===== config.mk =====
export PLATFORM = sky130hd
export DESIGN_NAME = fifo_bank4_flat
export DESIGN_NICKNAME = d
export VERILOG_FILES = /design/src/rtl/fifo_bank4_if.sv /design/src/rtl/fifo_bank4.sv /design/src/flat_wrapper.sv
export SDC_FILE = /design/constraint.sdc
export NUM_CORES = 1
export LEC_CHECK = 0
export CAP_MARGIN = 40
export CORE_AREA = 3 3 237 239
export CTS_BUF_LIST = sky130_fd_sc_hd__clkbuf_4 sky130_fd_sc_hd__clkbuf_8
export CTS_CLUSTER_SIZE = 16
export DETAILED_ROUTE_END_ITERATION = 10
export DIE_AREA = 0 0 240 242
export PLACE_DENSITY_LB_ADDON = 0.25
export SYNTH_ARGS = -nofsm -noshare
export SYNTH_HDL_FRONTEND = slang
export SYNTH_SLANG_ARGS = --single-unit

===== constraint.sdc =====
create_clock -name clk -period 2.9 [get_ports clk]
set_input_delay 0.435 -clock clk [delete_from_list [all_inputs] [get_ports clk]]
set_output_delay 0.435 -clock clk [all_outputs]
set_load 0.05 [all_outputs]

===== src/rtl/fifo_bank4_if.sv =====
// Handshake and status bundle between the class arbiter / next stage and
// the four-class FIFO bank.
interface fifo_bank4_if #(
   parameter int DATA_WIDTH = 12
);
   logic [DATA_WIDTH-1:0]   data_in;
   logic [3:0]              push;
   logic [3:0]              pop;
   logic [4*DATA_WIDTH-1:0] data_out;
   logic [3:0]              valid_out;
   logic [3:0]              empty;
   logic [3:0]              full;
   logic [3:0]              almost_full;
   logic [3:0]              almost_empty;
   logic [3:0]              err_overflow;
   logic [3:0]              err_underflow;

   modport master (
      output data_in, push, pop,
      input  data_out, valid_out, empty, full, almost_full, almost_empty,
             err_overflow, err_underflow
   );

   modport slave (
      input  data_in, push, pop,
      output data_out, valid_out, empty, full, almost_full, almost_empty,
             err_overflow, err_underflow
   );
endinterface


===== src/rtl/fifo_bank4.sv =====
// Bank of four independent synchronous FIFOs, one per traffic class.
// Shared write word, per-class push/pop, registered read data with 1-cycle
// latency, count-decoded status flags and sticky overflow/underflow errors.
module fifo_bank4 #(
   parameter int DATA_WIDTH = 12,
   parameter int ADDR_WIDTH = 3,
   parameter int AF_THRESH  = 6,
   parameter int AE_THRESH  = 2
) (
   input logic          clk,
   input logic          reset,
   fifo_bank4_if.slave  bus
);
   localparam int DEPTH = 2**ADDR_WIDTH;
   localparam int CW    = ADDR_WIDTH + 1;

   localparam logic [CW-1:0] DEPTH_C = CW'(DEPTH);
   localparam logic [CW-1:0] AF_C    = CW'(AF_THRESH);
   localparam logic [CW-1:0] AE_C    = CW'(AE_THRESH);

   logic [DATA_WIDTH-1:0] mem_q      [4][DEPTH];
   logic [DATA_WIDTH-1:0] mem_d      [4][DEPTH];
   logic [ADDR_WIDTH-1:0] wr_ptr_q   [4];
   logic [ADDR_WIDTH-1:0] wr_ptr_d   [4];
   logic [ADDR_WIDTH-1:0] rd_ptr_q   [4];
   logic [ADDR_WIDTH-1:0] rd_ptr_d   [4];
   logic [CW-1:0]         count_q    [4];
   logic [CW-1:0]         count_d    [4];
   logic [DATA_WIDTH-1:0] data_out_q [4];
   logic [DATA_WIDTH-1:0] data_out_d [4];
   logic [3:0]            valid_q, valid_d;
   logic [3:0]            err_ov_q, err_ov_d;
   logic [3:0]            err_un_q, err_un_d;

   logic [3:0] empty_s, full_s, af_s, ae_s;
   logic [3:0] wr_en, rd_en;

   // Status flags decoded from the registered counts.
   always_comb begin
      empty_s = '0;
      full_s  = '0;
      af_s    = '0;
      ae_s    = '0;
      for (int i = 0; i < 4; i++) begin
         empty_s[i] = (count_q[i] == '0);
         full_s[i]  = (count_q[i] == DEPTH_C);
         af_s[i]    = (count_q[i] >= AF_C);
         ae_s[i]    = (count_q[i] <= AE_C);
      end
   end

   // Read/write qualification; a full FIFO still accepts a push when it is
   // popped in the same cycle, since the read frees the slot being written.
   always_comb begin
      rd_en = bus.pop & ~empty_s;
      wr_en = bus.push & (~full_s | rd_en);
   end

   // Next-state for memory, pointers, counts, read data and error bits.
   always_comb begin
      mem_d      = mem_q;
      wr_ptr_d   = wr_ptr_q;
      rd_ptr_d   = rd_ptr_q;
      count_d    = count_q;
      data_out_d = data_out_q;
      valid_d    = '0;
      err_ov_d   = err_ov_q | (bus.push & full_s & ~bus.pop);
      err_un_d   = err_un_q | (bus.pop & empty_s);
      for (int i = 0; i < 4; i++) begin
         if (wr_en[i]) begin
            mem_d[i][wr_ptr_q[i]] = bus.data_in;
            wr_ptr_d[i]           = wr_ptr_q[i] + ADDR_WIDTH'(1);
         end
         if (rd_en[i]) begin
            data_out_d[i] = mem_q[i][rd_ptr_q[i]];
            rd_ptr_d[i]   = rd_ptr_q[i] + ADDR_WIDTH'(1);
            valid_d[i]    = 1'b1;
         end
         case ({wr_en[i], rd_en[i]})
            2'b10:   count_d[i] = count_q[i] + CW'(1);
            2'b01:   count_d[i] = count_q[i] - CW'(1);
            default: count_d[i] = count_q[i];
         endcase
      end
   end

   // State registers; memory contents are left untouched by reset.
   always_ff @(posedge clk) begin
      mem_q <= mem_d;
      if (reset) begin
         for (int i = 0; i < 4; i++) begin
            wr_ptr_q[i]   <= '0;
            rd_ptr_q[i]   <= '0;
            count_q[i]    <= '0;
            data_out_q[i] <= '0;
         end
         valid_q  <= '0;
         err_ov_q <= '0;
         err_un_q <= '0;
      end else begin
         wr_ptr_q   <= wr_ptr_d;
         rd_ptr_q   <= rd_ptr_d;
         count_q    <= count_d;
         data_out_q <= data_out_d;
         valid_q    <= valid_d;
         err_ov_q   <= err_ov_d;
         err_un_q   <= err_un_d;
      end
   end

   // Pack per-class read data onto the flat output bus.
   always_comb begin
      bus.data_out = '0;
      for (int i = 0; i < 4; i++)
         bus.data_out[i*DATA_WIDTH +: DATA_WIDTH] = data_out_q[i];
   end

   assign bus.valid_out     = valid_q;
   assign bus.empty         = empty_s;
   assign bus.full          = full_s;
   assign bus.almost_full   = af_s;
   assign bus.almost_empty  = ae_s;
   assign bus.err_overflow  = err_ov_q;
   assign bus.err_underflow = err_un_q;
endmodule


===== src/flat_wrapper.sv =====
// flat-port wrapper written by rule: the top's interface ports become plain ports
module fifo_bank4_flat 
#(
   parameter int DATA_WIDTH = 12,
   parameter int ADDR_WIDTH = 3,
   parameter int AF_THRESH  = 6,
   parameter int AE_THRESH  = 2
)
  (clk, reset, bus_data_in, bus_push, bus_pop, bus_data_out, bus_valid_out, bus_empty, bus_full, bus_almost_full, bus_almost_empty, bus_err_overflow, bus_err_underflow);
  fifo_bank4_if #(.DATA_WIDTH(DATA_WIDTH)) bus_i ();
  input logic clk;
  input logic reset;
  input wire logic [$bits(bus_i.data_in)-1:0] bus_data_in;
  input wire logic [$bits(bus_i.push)-1:0] bus_push;
  input wire logic [$bits(bus_i.pop)-1:0] bus_pop;
  output wire logic [$bits(bus_i.data_out)-1:0] bus_data_out;
  output wire logic [$bits(bus_i.valid_out)-1:0] bus_valid_out;
  output wire logic [$bits(bus_i.empty)-1:0] bus_empty;
  output wire logic [$bits(bus_i.full)-1:0] bus_full;
  output wire logic [$bits(bus_i.almost_full)-1:0] bus_almost_full;
  output wire logic [$bits(bus_i.almost_empty)-1:0] bus_almost_empty;
  output wire logic [$bits(bus_i.err_overflow)-1:0] bus_err_overflow;
  output wire logic [$bits(bus_i.err_underflow)-1:0] bus_err_underflow;
  assign bus_i.data_in = bus_data_in;
  assign bus_i.push = bus_push;
  assign bus_i.pop = bus_pop;
  assign bus_data_out = bus_i.data_out;
  assign bus_valid_out = bus_i.valid_out;
  assign bus_empty = bus_i.empty;
  assign bus_full = bus_i.full;
  assign bus_almost_full = bus_i.almost_full;
  assign bus_almost_empty = bus_i.almost_empty;
  assign bus_err_overflow = bus_i.err_overflow;
  assign bus_err_underflow = bus_i.err_underflow;
  fifo_bank4 #(.DATA_WIDTH(DATA_WIDTH), .ADDR_WIDTH(ADDR_WIDTH), .AF_THRESH(AF_THRESH), .AE_THRESH(AE_THRESH)) u_core (.clk(clk), .reset(reset), .bus(bus_i));
endmodule

# Word-level counts from Yosys, hierarchy flattened

Cells that the tools add are included.

Bits in registers: 484
Bits of input ports: 22
Output and inout port bits: 76

Add/subtract/negate cells: 16
$lt $le $gt $ge: 20
Equality and inequality tests: 12
Muxes and demuxes: 32
Bitwise logic cells: 19
Reduce and logical (&&, ||, !) cells: 12

Operators with widths:

| cell                                                           | count |
|---|---|
| bitwise mux 96 bit                                             | 4 |
| binary-select mux 12 bit (select 3 bit)                        | 4 |
| demux 12 bit (select 3 bit)                                    | 4 |
| two-way mux 12 bit                                             | 12 |
| >= comparator 4 bit, second input constant                     | 8 |
| NOT 3 -> 4 bit                                                 | 8 |
| case mux 4 bit (2 select lines)                                | 4 |
| adder 3 x 1 -> 3 bit, second input constant                    | 8 |
| bitwise AND 4 bit                                              | 5 |
| adder 4 x 1 -> 4 bit, second input constant                    | 4 |
| equality test 4 bit, second input constant                     | 4 |
| >= comparator 4 x 3 -> 1 bit, second input constant            | 4 |
| less-or-equal comparator 4 x 2 -> 1 bit, second input constant | 4 |
| zero test 4 bit                                                | 4 |
| less-than comparator 4 x 1 -> 1 bit, second input constant     | 4 |
| subtractor 4 x 1 -> 4 bit, second input constant               | 4 |
| NOT 4 bit                                                      | 3 |
| OR 4 bit                                                       | 3 |
| equality test 2 x 1 -> 1 bit, second input constant            | 4 |
| equality test 2 bit, second input constant                     | 4 |
| nonzero test 2 bit                                             | 4 |
| logical AND 1 bit                                              | 4 |
| two-way mux 1 bit                                              | 4 |

# Logic depth before layout (Yosys ltp)

Depth in word-level cells: 7
Gate-level depth with buffers: 12
Depth with buffers taken out: 10

# Worst setup path before layout

No wires, ideal clock.

Path kind: register -> register
Start point: register u_core.count_q[9] (netlist bit)
End point: register u_core.count_q[10] (netlist bit)
Arrival time: 3.760 ns
Required time: 2.830 ns
Setup slack: -0.931 ns
Cell stages (with the launch flop): 13
Path buffers: 2
Clock period less this slack: 3.831 ns
Cells stage by stage: dfxtp_1 buf_6 nor4_1 nand2b_1 inv_2 buf_6 ha_1 xor2_1 ha_1 a21oi_1 xor2_1 or3_1 a21oi_1

Cells in the longest elaborated chain, start to end: 7

Ends and longest elaborated chain:

| item                                                                         | RTL line           | source |
|---|---|---|
| start, declared                                                              | fifo_bank4.sv:27   | `logic [CW-1:0] count_q [4];` |
| start signal, assigned                                                       | fifo_bank4.sv:103  | `count_q <= count_d;` |
| zero test 4 bit (*)                                                          | fifo_bank4.sv:45   | `empty_s[i] = (count_q[i] == '0);` |
| named net bus_empty[1]                                                       | flat_wrapper.sv:18 | `output wire logic [$bits(bus_i.empty)-1:0] bus_empty;` |
| NOT 4 bit (*)                                                                | fifo_bank4.sv:55   | `rd_en = bus.pop & ~empty_s;` |
| bitwise AND 4 bit (*)                                                        | fifo_bank4.sv:55   |  |
| named net u_core.rd_en[1]                                                    | fifo_bank4.sv:36   | `logic [3:0] wr_en, rd_en;` |
| OR 4 bit                                                                     | fifo_bank4.sv:56   | `wr_en = bus.push & (~full_s \| rd_en);` |
| bitwise AND 4 bit                                                            | fifo_bank4.sv:56   |  |
| equality test 2 x 1 -> 1 bit / equality test 2 bit (equally long branches)   | fifo_bank4.sv:79   | `case ({wr_en[i], rd_en[i]})` |
| case mux 4 bit (2 select lines) / nonzero test 2 bit (equally long branches) | n/a                |  |

Mark *: on every way through the listed nets, which the timed path passes. The rest lies on a longest branch.
A chain may end at the register's enable or synchronous reset.

# Final worst setup path

Start point: register u_core.count_q[0] (netlist bit)
End point: output port bus_full[3]

Cells in the longest elaborated chain, start to end: 1

Ends and longest elaborated chain:

| item                | RTL line           | source |
|---|---|---|
| equality test 4 bit | fifo_bank4.sv:46   | `full_s[i] = (count_q[i] == DEPTH_C);` |
| end, declared       | flat_wrapper.sv:19 | `output wire logic [$bits(bus_i.full)-1:0] bus_full;` |

No other way between the ends.

==> impl_metrics.json <==
{
  "cp_max_fo": 8,
  "holdBufCountCts": 0,
  "power_leakage_nw": 7.51,
  "hp-start": "reset",
  "dieArea_mm2": 0.0581,
  "min_path_type": "in2reg",
  "vias_per_cell": 4.84,
  "reg2reg_depth": 9,
  "drv_slew": 0,
  "grt_max_degree": 63,
  "dpl.cell_count": 1862,
  "seq_power_share_pct": 42.7,
  "min_to": "u_core.count_q[8]",
  "min_path_cells": 2,
  "rr_startpoint": "u_core.count_q[0]",
  "grt_usage_pct": 13.8,
  "relSlewSlack_pct": 49.7,
  "internal_power_mw": 13.8,
  "gp_congestion": 0.711,
  "combinationalPowerShare_pct": 28.2,
  "num-nets-final": 1298,
  "required_ps": 2470,
  "arrival_ps": 2260,
  "rsz0062_at_grt": "false",
  "cts-root-buf": "clkbuf_8",
  "synthCells": 1062,
  "crit-reg2reg-capture": "u_core.count_q[2]",
  "netlist.area_leader.share_pct": 61.0,
  "htree_levels": 3,
  "peakVddDrop_mv": 0.566,
  "grt_pass1_wl_um": 61100,
  "yosysWarnings": 0,
  "diodes": 0,
  "synth_seq_cells": 484,
  "numCtsBuffers": 82,
  "tightest_slew_ps": 755,
  "drtIter0Drc": 815,
  "die_x_um": 240,
  "final_cell_mix": "edfxtp_1, nor2_1, mux4_2, dfxtp_1, clkbuf_8",
  "layout.cells.non_filler": 2021,
  "setup_viol": 0,
  "drc": 0,
  "synthTopCellsByArea": "edfxtp_1, mux4_2, dfxtp_1",
  "synth_cell_types": 47,
  "clock_skew_ps": 26.6,
  "antenna_found_initial": 0,
  "status": "finished, final reports clean",
  "synth_edf_count": 384,
  "power.density_mw_per_mm2": 901,
  "ant_nets": 0,
  "dr.pass1.iters": 5,
  "holdWs_ps": 339,
  "yosysTopAreaCell": "edfxtp_1",
  "maxCapViolCount": 0,
  "ios": 98,
  "clock.fmax_mhz": 370,
  "path_cells": "or4b_4 -> inv_1 -> dlygate4sd2_1",
  "p_switching_mw": 6.76,
  "totalWireLength_um": 39600,
  "clk_pin_slew_ps": 60,
  "port_buffers": 97,
  "cpPeakStageDelay_ps": 630,
  "grt_pass1_vias": 10400,
  "drive_above_1_share_pct": 26.9,
  "core_mm2": 0.0540,
  "end_kind": "primary output",
  "syn_nets": 1104,
  "area_delta_synth_final_pct": 20.8,
  "cts_tree": "built",
  "dp_hpwl_um": 23500,
  "clk_path_buf_depth": 3,
  "path_class": "reg2out",
  "power.clock.fraction_pct": 29.1,
  "initial_core_util_pct": 35.0,
  "netSwitchingFraction_pct": 32.9,
  "r2r_slack_ps": 260,
  "fin_crit_sh_pct": 93.1,
  "worst_setup_path_start_kind": "register",
  "cp_slowest_cell": "or4b_4",
  "layout_commonest_cell": "edfxtp_1",
  "vias": 9782,
  "avgRoutedWirePerCell_um": 19.6,
  "clock_latency_ps": 640,
  "synthFlopType": "edfxtp_1",
  "fin_tns_setup_ps": 0,
  "min_period_ps": 2700,
  "synth-async-reset-ratio_pct": 0,
  "synth.avg_cell_area_um2": 17.8,
  "finalHoldViolCount": 0,
  "fp.dieH_um": 242,
  "synth_area_mm2": 0.0189,
  "grt-ovfl-total": 0,
  "ys_seq_area_share_pct": 71.6,
  "clock_sinks": 484,
  "row_count": 85
}
[power groups by stage]
stage	Sequential [mW]	Combinational [mW]	Clock, mW
4_1_cts	8.80	5.90	6.20
5_1_grt	8.89	6.24	6.55
2_1_floorplan	9.76	3.27	0
6_report	8.77	5.81	5.99
3_5_place_dp	8.94	5.89	0
3_3_place_gp	8.91	5.85	0
[synth_stat cells, types with 15 or more instances]
master	instances
a211oi_1	53
a21oi_1	19
buf_1	15
clkbuf_1	17
dfxtp_1	100
edfxtp_1	384
ha_1	19
mux2i_1	56
mux4_2	96
nand2_1	19
nor2_1	112
nor3_1	15
xor2_1	21
[worst max-delay path: cells and delay by family (launching register included)]
kind / cells / cell delay, ps
flops: 1 / 410
buf+inv: 2 / 590
simple gates: 1 / 630
[repair_timing]
item	in CTS	in global routing
pin swaps	0	1
endpoints found under the setup margin	4	2
setup buffers	0	6
gates resized for setup	4	2
[state kept, by name, indices dropped and copies added (netlist names)]
signal / count
u_core.mem_q: 384
u_core.bus.err_underflow: 4
u_core.wr_ptr_q: 12
u_core.bus.data_out: 48
u_core.bus.err_overflow: 4
u_core.count_q: 16
u_core.rd_ptr_q: 12
u_core.bus.valid_out: 4
[per-stage QoR]
step	utilization [%]	cell area [µm²]	setup slack (ps)	total power, mW
2_1_floorplan	-	18900	80.7	13.0
5_1_grt	42.3	22800	73.7	21.7
3_5_place_dp	39.1	21100	146	14.8
6_report	42.3	22800	200	20.6
4_1_cts	42.2	22800	22.5	20.9
3_3_place_gp	39.0	21100	241	14.8
[kinds of logic (layout without fill, tap and decap cells)]
group	Yosys count	in the layout	share of synthesized area, %
multiplexers	155	155	14.6
adder cells (fa/ha/maj)	20	20	1.36
flip-flops	484	484	71.6
buffers and inverters	75	338	2.20
AND/OR/NAND/NOR	196	196	4.92
XOR/XNOR	28	28	1.30
AO/OA/AOI/OAI	104	104	4.05
[metal layers]
metal | global-route usage, % | vias up | part of all wire, %
li1 | - | 4588 | -
met1 | 17.6 | 4937 | 43
met2 | 23.3 | 199 | 50
met3 | 2.89 | 58 | 4.8
met4 | 4.88 | 0 | 2.3
met5 | 0 | - | 0
[how the worst max path moves through the flow]
stage	from	endpoint	slack (ps)	cells past startpoint
floorplan	u_core.count_q[0]	u_core.count_q[2]	80	11
global placement	bus_pop[3]	u_core.count_q[2]	240	9
detailed placement	bus_pop[3]	u_core.count_q[2]	150	9
CTS	u_core.count_q[4]	bus_empty[2]	20	2
global route	u_core.count_q[0]	u_core.count_q[2]	70	9
finish	u_core.count_q[0]	bus_full[3]	200	3
[layout make-up]
cell class / instances / area (µm²)
Timing Repair Buffer: 175 / 1620
Inverter: 10 / 37.5
Sequential cell: 484 / 13500
Clock buffer: 111 / 1420
Tap cell: 696 / 871
Clock inverter: 42 / 233
Multi-Input combinational cell: 503 / 5120
Fill cell: 4809 / 31200
Power figures use the tool's default switching activity.
==> edit (config.mk and constraints unchanged) <==
`AF_THRESH` is set to 6 in 2 places; all go to 3.
--- a/src/rtl/fifo_bank4.sv
+++ b/src/rtl/fifo_bank4.sv
@@ -5,5 +5,5 @@
    parameter int DATA_WIDTH = 12,
    parameter int ADDR_WIDTH = 3,
-   parameter int AF_THRESH  = 6,
+   parameter int AF_THRESH  = 3,
    parameter int AE_THRESH  = 2
 ) (
--- a/src/flat_wrapper.sv
+++ b/src/flat_wrapper.sv
@@ -4,5 +4,5 @@
    parameter int DATA_WIDTH = 12,
    parameter int ADDR_WIDTH = 3,
-   parameter int AF_THRESH  = 6,
+   parameter int AF_THRESH  = 3,
    parameter int AE_THRESH  = 2
 )
Check against the original RTL: not equivalent (a bounded check fails within 4 cycles, from zero or initial values and one cycle with reset high).
==> edit against the unedited design <==
Hold slack worse by 0.028 ns. Global-route usage grew 0.38 points. Power up 2.0%. Sequential power is 1% lower. Wire length is 2.3% higher. Cell area shrank 1.7%. Combinational power up 6.7%. Via count increased by 0.84%. Worst setup slack worse by 0.060 ns. Count of clock-buffer cells in the layout up 20. Synthesized area is 1.9% lower. Sequential cell count unchanged. Non-clock buffer count fell by 2. Critical endpoint is now bus_empty[3]. Largest cell class unchanged.
==> edit: results (changes against the unedited design) <==
* Fraction of the yosys area taken by sequential cells at 0.7301 (+0.01416)
* Metal3 WL at 1792 um (-6.5%)
* Largest stage delay, worst path at 0.88 ns (+0.25 ns)
* IO Port Bufs at 97 (unchanged)
* Layout cells sized above 1 at 0.2658 (-0.002924)
* Slowest CP cell: clkdlybuf4s50_1
* Post-synth EDFFs at 384 (unchanged)
* Leading post-synthesis cells by cell area: edfxtp_1 62%, mux4_2 12%, dfxtp_1 11%, nor2_1 2.3%, nor3_1 1.8%
* Commonest cells post-synth: 384 x edfxtp_1, 115 x nor2_1, 100 x dfxtp_1
* Worst clock skew at 0.02277 ns (-0.003860 ns)
* Met2 WL at 19950 um (+0.82%)
* Post-DP HPWL at 23370 um (-0.66%)
* Crit path to: bus_empty[3]
* Post-DR vias/cell at 4.898 (+1.2%)
* Antenna violations before repair at 1 (+1)
* Syn Nets at 1098 (-0.54%)
* Internal power at 14.04 mW (+1.8%)
* Critical path's top delay family: buffers and inverters
* Pleak at 7.510 nW (about the same)
* Largest net degree at the start of global routing at 47 (-25%)
* Setup crit start: u_core.count_q[1]
* Period utilisation layout at 0.9518 (+0.02083)
* Root buffer cell: clkbuf_8
* Reg-to-Reg Start: u_core.count_q[5]
* Total Routing Usage GR at 0.1418 (+0.003787)
* WP data arrival at 2.33 ns (+0.07 ns)
* Main combinational cell family by area after synthesis: multiplexers
* Metal1 wirelength at 17880 um (+5.3%)
* Pre-CTS setup slack at 0.1523 ns (+0.006579 ns)
* Detailed Route Iter0 Violations at 649 (-20%)
* First-pass GRT wire length at 62870 um (+2.8%)
* Rel. slew slack at 0.5818 (+0.08529)
* Clock Latency Late Sink at 0.62 ns (-0.02 ns)
* GPL Wtd Cong at 0.7286 (+2.5%)
* First drt pass iteration count at 4 (-1)
* Cts bufs inserted at 83 (+1.2%)
* Nets at 1292 (-0.46%)
* Seq power at 8.67 mW (-1%)
* Vias in the first global route at 10487 (+0.85%)
* Hold Path Sink: u_core.bus.err_underflow[2]
* FILL cells at 4878 (+1.4%)
* VDD IR max at 0.6816 mV (+21%)
* Status: finished clean
* Xor and xnor area share after synthesis at 0.01323 (+0.0002566)
* Post-Synth Adder-Cell Area at 0.01350 (-0.0001353)
* WL per Instance at 20.13 um (+2.7%)
* Reg2reg setup slack at 0.20 ns (-0.06 ns)
* Post-synthesis mux area share at 0.1255 (-0.02027)
* Post-synthesis compound-gate area fraction at 0.03571 (-0.004801)
* Unique masters post-synth at 35 (-26%)
* Reg2Reg Capture Point: u_core.count_q[6]
* CP Max Fanout at 9 (+1)
* Sw frac at 0.3304 (+0.001506)
* Post-CTS Setup Bufs at 0 (unchanged)
## edit: cell count changes after synthesis, moves of 5 or more
cell      delta
buf_2       +10
o22ai_1     +48
buf_6        -5
mux2i_1     -44
nor3_1      +50
buf_1        -8
nor2b_1      +5
a211oi_1    -53
## edit: area by class of cell
cell class / count / area share
flip-flops and latches: 484 / 0.6034
multi-input cells: 499 / 0.2105
well taps: 696 / 0.03881
clock buffers: 131 / 0.07032
clock inverters: 21 / 0.004517
diodes: 1 / 0.0001115
repair buffers: 173 / 0.07082
inverters: 9 / 0.001506
## edit: stage by stage
step	util	hold slack, ns	area, um2	std cells
after floorplan	-	0.4919	18540	1056
after global placement	0.3832	0.4529	20700	1854
after detailed placement	0.3832	0.4541	20700	1854
after CTS	0.4142	0.2711	22380	2006
after global routing	0.4153	0.2921	22440	2014
final	0.4153	0.3106	22440	2014
## edit: per-layer routing
metal	global-route usage	up-vias
met1	0.1865	5005
met4	0.04685	0
met3	0.03370	72
met2	0.2314	220
met5	0	-
li1	-	4567
